## src/rtl/spi_pkg.sv

```systemverilog
// Shared SPI definitions: transmitter state encoding and the SPI mode constant.
package spi_pkg;

  // Transmitter FSM states; the receiver side decodes the same encoding.
  typedef enum logic [2:0] {
    ST_IDLE   = 3'd0,
    ST_SETUP  = 3'd1,
    ST_SCK_HI = 3'd2,
    ST_SCK_LO = 3'd3,
    ST_WAIT   = 3'd4,
    ST_HOLD   = 3'd5,
    ST_GAP    = 3'd6
  } spi_state_e;

  // SPI mode as {CPOL, CPHA}; mode 0 means SCK idles low and data is sampled on the rising edge.
  localparam logic [1:0] SPI_MODE = 2'b00;
  localparam logic       SCK_IDLE = SPI_MODE[1];

endpackage

```

## src/rtl/spi_clk_div.sv

```systemverilog
// Half-period divider: while enabled, tick pulses once every H clk cycles.
// restart (or a disabled phase) returns the count to zero so each state
// starts a fresh half-period.
module spi_clk_div #(
  parameter int unsigned H = 2
) (
  input  logic clk,
  input  logic rst_n,
  input  logic en,
  input  logic restart,
  output logic tick
);

  localparam logic [7:0] LAST = 8'(H - 1);

  logic [7:0] cnt;

  assign tick = en && (cnt == LAST);

  // Count within one half-period; wrap on tick, clear on restart or when idle.
  always_ff @(posedge clk or negedge rst_n) begin
    if (!rst_n) begin
      cnt <= '0;
    end else if (restart || !en || tick) begin
      cnt <= '0;
    end else begin
      cnt <= cnt + 8'd1;
    end
  end

endmodule

```

## src/rtl/spi_byte_tx.sv

```systemverilog
// SPI mode-0 byte transmitter with frame control (CS held across bytes until
// tx_last or frame_end). All outputs are registered.
//
// Handshake: a byte is taken on a rising clk edge where tx_valid && tx_ready;
// tx_ready is high only in IDLE and WAIT, tx_valid at any other time is ignored
// and tx_data is only looked at on the accepting edge.
module spi_byte_tx
  import spi_pkg::*;
#(
  parameter int unsigned CLK_DIV = 2
) (
  input  logic       clk,
  input  logic       rst_n,
  input  logic [7:0] tx_data,
  input  logic       tx_valid,
  input  logic       tx_last,
  input  logic       frame_end,
  output logic       tx_ready,
  output logic       byte_done,
  output logic       busy,
  output logic       SCK,
  output logic       MOSI,
  output logic       CS,
  output spi_state_e state
);

  spi_state_e state_n;
  logic [7:0] sh, sh_n;
  logic [2:0] bit_cnt, bit_n;
  logic       last, last_n;
  logic       sck_n, mosi_n, cs_n, done_n, ready_n, busy_n;
  logic       accept, restart, en, tick;

  assign accept = tx_valid && tx_ready;
  assign en     = (state != ST_IDLE) && (state != ST_WAIT);

  spi_clk_div #(.H(CLK_DIV)) u_div (
    .clk     (clk),
    .rst_n   (rst_n),
    .en      (en),
    .restart (restart),
    .tick    (tick)
  );

  // Next-state and next-output logic; registers hold unless a transition fires.
  always_comb begin
    state_n = state;
    sh_n    = sh;
    bit_n   = bit_cnt;
    last_n  = last;
    sck_n   = SCK;
    mosi_n  = MOSI;
    cs_n    = CS;
    done_n  = 1'b0;
    restart = 1'b0;
    case (state)
      ST_IDLE, ST_WAIT: begin
        sck_n = SCK_IDLE;
        if (accept) begin
          sh_n    = tx_data;
          bit_n   = 3'd7;
          last_n  = tx_last;
          mosi_n  = tx_data[7];
          cs_n    = 1'b0;
          restart = 1'b1;
          state_n = ST_SETUP;
        end else if (state == ST_WAIT && frame_end) begin
          state_n = ST_HOLD;
        end
      end
      ST_SETUP, ST_SCK_LO: begin
        if (tick) begin
          sck_n   = 1'b1;
          state_n = ST_SCK_HI;
        end
      end
      ST_SCK_HI: begin
        if (tick) begin
          sck_n = 1'b0;
          if (bit_cnt != 3'd0) begin
            bit_n   = bit_cnt - 3'd1;
            sh_n    = {sh[6:0], 1'b0};
            mosi_n  = sh[6];
            state_n = ST_SCK_LO;
          end else begin
            done_n  = 1'b1;
            state_n = last ? ST_HOLD : ST_WAIT;
          end
        end
      end
      ST_HOLD: begin
        if (tick) begin
          cs_n    = 1'b1;
          state_n = ST_GAP;
        end
      end
      ST_GAP: begin
        if (tick) begin
          mosi_n  = 1'b0;
          state_n = ST_IDLE;
        end
      end
      default: begin
        cs_n    = 1'b1;
        sck_n   = SCK_IDLE;
        mosi_n  = 1'b0;
        state_n = ST_IDLE;
      end
    endcase
    ready_n = (state_n == ST_IDLE) || (state_n == ST_WAIT);
    busy_n  = (state_n != ST_IDLE);
  end

  // State, datapath and output registers; reset aborts any frame at once.
  always_ff @(posedge clk or negedge rst_n) begin
    if (!rst_n) begin
      state     <= ST_IDLE;
      sh        <= '0;
      bit_cnt   <= '0;
      last      <= 1'b0;
      SCK       <= SCK_IDLE;
      MOSI      <= 1'b0;
      CS        <= 1'b1;
      byte_done <= 1'b0;
      tx_ready  <= 1'b0;
      busy      <= 1'b0;
    end else begin
      state     <= state_n;
      sh        <= sh_n;
      bit_cnt   <= bit_n;
      last      <= last_n;
      SCK       <= sck_n;
      MOSI      <= mosi_n;
      CS        <= cs_n;
      byte_done <= done_n;
      tx_ready  <= ready_n;
      busy      <= busy_n;
    end
  end

endmodule

```

## config.mk

```make
export PLATFORM = sky130hd
export DESIGN_NAME = spi_byte_tx
export DESIGN_NICKNAME = d
export VERILOG_FILES = /design/src/rtl/spi_pkg.sv /design/src/rtl/spi_clk_div.sv /design/src/rtl/spi_byte_tx.sv
export SDC_FILE = /design/constraint.sdc
export NUM_CORES = 1
export LEC_CHECK = 0
export CORE_MARGIN = 5
export CORE_UTILIZATION = 45
export CTS_CLUSTER_DIAMETER = 200
export DETAILED_ROUTE_END_ITERATION = 10
export PLACE_DENSITY = 0.69
export SLEW_MARGIN = 10
export SYNTH_ARGS = -nofsm -noshare
export SYNTH_HDL_FRONTEND = slang
export SYNTH_SLANG_ARGS = --single-unit
```

## constraint.sdc

```tcl
create_clock -name clk -period 2.6 [get_ports clk]
set_clock_uncertainty 0.2 [all_clocks]
set_input_delay 0.78 -clock clk [delete_from_list [all_inputs] [get_ports clk]]
set_output_delay 0.78 -clock clk [all_outputs]
set_load 0.02 [all_outputs]
```

==> After elaboration in Yosys (flattened, before gate mapping) <==
Index checks and enable logic that the tools add are counted.
{ "word_totals": {"regBits": 28, "inputBits": 13, "output_inout_bits": 9, "wordCells": 87} }
{ "op_classes": {"add_sub_neg": 2, "n_eq_ne": 15, "muxes": 32, "bitwise": 3, "n_reduce_logical": 24} }
{ "ops": {"columns": ["operator", "count"], "rows": [
  ["two-way mux 3 bit", 10],
  ["two-way mux 7 bit", 3],
  ["one-hot mux 3 bit (5 select lines)", 1],
  ["one-hot mux 7 bit (2 select lines)", 1],
  ["== test 3 bit, second input constant", 4],
  ["two-way mux 1 bit", 12],
  ["nonzero test 3 bit", 3],
  ["adder 8 x 1 -> 8 bit, second input constant", 1],
  ["== test 8 x 1 -> 1 bit, second input constant", 1],
  ["two-way mux 8 bit", 1],
  ["!= test 2 x 1 -> 1 bit, second input constant", 4],
  ["== test 3 x 2 -> 1 bit, second input constant", 2],
  ["zero test 3 bit", 2],
  ["one-hot mux 1 bit (3 select lines)", 2],
  ["one-hot mux 3 bit (2 select lines)", 1],
  ["AND reduction 3 bit", 2],
  ["OR reduction 2 bit", 3],
  ["AND reduction 5 bit", 1],
  ["logical AND 1 bit", 4],
  ["!= test 2 bit, second input constant", 2],
  ["one-hot mux 1 bit (4 select lines)", 1],
  ["AND reduction 4 bit", 1],
  ["OR reduction 4 bit", 1],
  ["== test 3 x 1 -> 1 bit, second input constant", 1],
  ["other kinds (8)", 12]
]} }

==> Logic depth before layout (Yosys ltp) <==
{ "logic_depth": {"ltp_word": 7, "mapped_depth": 7, "depth_no_buf": 7} }

==> Modules after synthesis <==
Synthesis repeated with hierarchy kept, for this count alone.
{ "unflattened": {"cells_unflattened": 145, "hier_area_um2": 1420.1} }
{ "modules_own_cells": {"columns": ["mod", "n_inst", "cells_per_inst", "area_per_inst_um2", "seq_area_each_um2"], "rows": [
  ["spi_byte_tx", 1, 104, 1019.7, 501.7],
  ["spi_clk_div", 1, 41, 400.4, 200.2]
]} }

==> Least setup slack after synthesis <==
OpenSTA, ideal clock, no wires.
{ "synth_path": {"path_type": "register to register", "start": "reg u_div.cnt[1]", "end": "reg MOSI", "setup_ns": 0.121, "arrival_ns": 1.720, "t_required_ns": 2.279, "setup_slack_ns": 0.559, "path_stages_with_launch": 7, "n_path_buf": 0, "synth_period_minus_slack_ns": 2.041, "path_cell_list": "dfrtp_1 inv_1 ha_1 nor3b_2 a211oi_1 or4_1 a22o_1"} }
{ "synth_between": {"elab_chain_cells": 4, "word_cells_on_any_way": 5, "cone_classes": "eq/ne: 3; reduce/logical: 2"} }
{ "synth_rtl": {"columns": ["element", "line", "text"], "rows": [
  ["start: declaration", "spi_clk_div.sv:16", "logic [7:0] cnt;"],
  ["start signal: assignment", "spi_clk_div.sv:27", "cnt <= cnt + 8'd1;"],
  ["== test 8 x 1 -> 1 bit (*)", "spi_clk_div.sv:18", "assign tick = en && (cnt == LAST);"],
  ["logical AND 1 bit (*)", "spi_clk_div.sv:18", null],
  ["!= test 2 x 1 -> 1 bit (no line)", null, null],
  ["AND reduction 5 bit (no line) (*)", null, null],
  ["end signal: assignment", "spi_byte_tx.sv:133", "MOSI <= mosi_n;"],
  ["end: declaration", "spi_byte_tx.sv:22", "output logic MOSI,"]
]} }
Every way passes the cells marked *; elsewhere a longest branch is shown, timed or not.
A chain may end at the register's enable or synchronous reset.

==> Worst setup path after layout <==
{ "layout_path": {"start": "reg CS", "end": "out CS"} }
{ "layout_lines": {"columns": ["element", "line", "text"], "rows": [
  ["start: declaration", "spi_byte_tx.sv:23", "output logic CS,"],
  ["start signal: assignment", "spi_byte_tx.sv:134", "CS <= cs_n;"]
]} }
No word-level cell between the ends.

==> out/qor.txt <==
status: completed
Sink Count: 28
Starting DRT DRC Count: 32
CP max stage delay: 0.60 ns
CP max-delay cell: clkdlybuf4s50_1
Hold Fails Final Rpt: 0
async set or reset register ratio after synthesis: 100%
crit-path cells: clkdlybuf4s50_1
Global Route Usage Sum: 14.2%
most frequent cells in the layout: 25 x dfrtp_1, 21 x nand2_1, 21 x clkdlybuf4s50_1
Critical Path Fanout Max: 3
Max Cap Viol: 0
Nets: 191
worst setup path class: reg2out
Die Footprint: 0.00441 mm^2
compound-cell area share of the yosys netlist: 12.8%
Worst slew margin: 66.6%
fin crit share: 95.9%
Final Worst Setup Slack: 0.106 ns
leak pwr: 0.773 nW
Starting Density: 46.8%
largest net degree at the start of global routing: 29
CP Capture Type: output pin
most common cell after layout, fill and taps aside: dfrtp_1
Sw Share: 40.1%
layout cell share with drive strength beyond 1: 13.9%
RSZ-0062 raised after global routing: no
Pins Over Slew Limit: 0
CTS tree: built
global-route wire length before repair: 4840 um
wire per inst: 13.1 um
maximum vdd drop: 439 uV
core area: 0.00305 mm^2
DR vias: 1145
Synth Area in Adders: 3.50%
worst-skew pair later-pin latency: 0.34 ns
crit start category: flop
XOR/XNOR Fraction of Synth Area: 3.67%
Post-Synth Simple-Gate Area: 25.1%
post-synth cell types: 41
sequential fraction of the synthesis area: 49.1%
initial antenna violation count: 0
largest family of logic cells by synthesized area: simple AND/OR/NAND/NOR gates
Top Ports: 22
Seq pwr share: 40.5%
clk root buf: clkbuf_4
number of synthesized register bits: 28
Tightest Hold Check Type: reg2reg
delay-heaviest family, CP: buffers and inverters
CTS Buf Count: 3
antenna-violating nets left: 0
Mean Syn Cell Area: 9.47 um^2
Pwr Density: 1030 mW/mm^2
cell row count: 20
critical path required time: 1.62 ns
Reg clk slew, reported paths: 0.15 ns
Clock power frac: 12.2%
dpl ws: 0.263 ns
H-tree Lvls: 1
fin crit period: 2.49 ns
Warnings, synthesis: 0
Vias/cell: 5.28
CTS Buffer Depth: 2
multiplexer area fraction after synthesis: 1.49%
drt pass-1 iters: 4
syn nets: 168
EDFF count, synth: 0
Max Fclk: 401 MHz
hpwl dp: 2110 um
post-synthesis instance total: 151
Net Switching: 717 uW
crit path buf inv count: 1
synthesized area: 0.00143 mm^2
vias in the first global route: 1137
number of port buffers: 21
area grow syn2layout: 21.6%
Top FF cell, synth: dfrtp_1
Die Width: 66.4 um
WP data arrival: 1.51 ns
Least-Margin Pin Slew: 0.497 ns
Post-CTS Setup Bufs: 0
Final Wtd Congestion: 0.818
setup TNS: 0 ns
Detailed Route WL: 2850 um
DIE HEIGHT: 66.4 um
Logic pwr share: 47.3%
Pint: 1.07 mW
# diodes: 0
Setup-failing EPs final: 0
total gr overflow: 0
Residual DRC: 0
[power by group through the flow]
stage | Clock, mW | Sequential [mW] | Combinational [mW]
2_1_floorplan | 0 | 0.748 | 0.575
3_3_place_gp | 0 | 0.724 | 0.829
3_5_place_dp | 0 | 0.731 | 0.852
4_1_cts | 0.227 | 0.721 | 0.856
5_1_grt | 0.233 | 0.746 | 0.956
6_report | 0.218 | 0.724 | 0.847
[per-stage QoR]
stage | utilization, % | std cells | power (mW) | instance area [um^2] | hold WS, ns
after floorplan | - | 151 | 1.32 | 1430 | 0.245
after global placement | 55.7 | 213 | 1.55 | 1700 | 0.262
after detailed placement | 55.7 | 213 | 1.58 | 1700 | 0.279
after CTS | 56.9 | 217 | 1.80 | 1740 | 0.299
after global routing | 57.0 | 217 | 1.94 | 1740 | 0.344
final | 57.0 | 217 | 1.79 | 1740 | 0.293
[registers in the layout (all words and copies together), names as in the netlist]
register	cells
CS	1
bit_cnt	3
last	1
sh	7
SCK	1
tx_ready	1
busy	1
state	3
byte_done	1
u_div.cnt	8
MOSI	1
[worst paths after layout]
| check | from | end | slack (ns) | cells after the start |
|---|---|---|---|---|
| worst max-delay path | CS | CS | 0.11 | 1 |
| worst min-delay path | bit_cnt[0] | bit_cnt[0] | 0.29 | 1 |
| worst max register to register | u_div.cnt[1] | MOSI | 0.33 | 6 |
| worst min register to register | bit_cnt[0] | bit_cnt[0] | 0.29 | 1 |
| max in group asynchronous | rst_n | CS | 1.31 | 2 |
| min in group asynchronous | rst_n | SCK | 0.59 | 2 |
[synth_stat cells (2+ instances only)]
cell      count  area [um^2]
ha_1          4         50.1
nand2_1      21         78.8
nor2_1       12         45.0
a31oi_1       8         50.1
clkbuf_1      6         22.5
xnor2_1       2         17.5
a211oi_1      2         15.0
dfrtp_1      27          676
nor3_1        8         40.0
inv_1         8         30.0
and3_2        2         15.0
a21oi_1       7         35.0
or2_2         2         12.5
buf_2         2         10.0
o21ai_0       3         15.0
nand3_1       7         35.0
nor3b_2       2         25.0
xor2_1        4         35.0
o22ai_1       2         12.5
[layout make-up]
class / count / area [um^2]
clock buffers: 4 / 36.3
well taps: 44 / 55.1
inverters: 8 / 30.0
fillers: 286 / 1310
multi-input cells: 107 / 666
flip-flops and latches: 28 / 704
repair buffers: 26 / 248
[cells by family (layout without fill, tap and decap cells)]
family | Yosys count | count (layout)
simple gates | 67 | 67
compound gates | 28 | 28
flops | 28 | 28
buf+inv | 16 | 38
xor+xnor | 6 | 6
fa+ha+maj | 4 | 4
mux | 2 | 2
[metal layers]
layer,track usage [%],part of all wire (%),vias to the layer above
met2,23.7,48,15
met5,0,0,-
li1,-,-,569
met1,17.7,47,556
met4,6.35,1.8,0
met3,2.38,3.4,5
[repair_timing]
item                       CTS  global route
hold buffers                 0             0
resized for setup            0             2
setup endpoints to repair    0             2
Note: power is estimated with default switching activity, not from simulation.
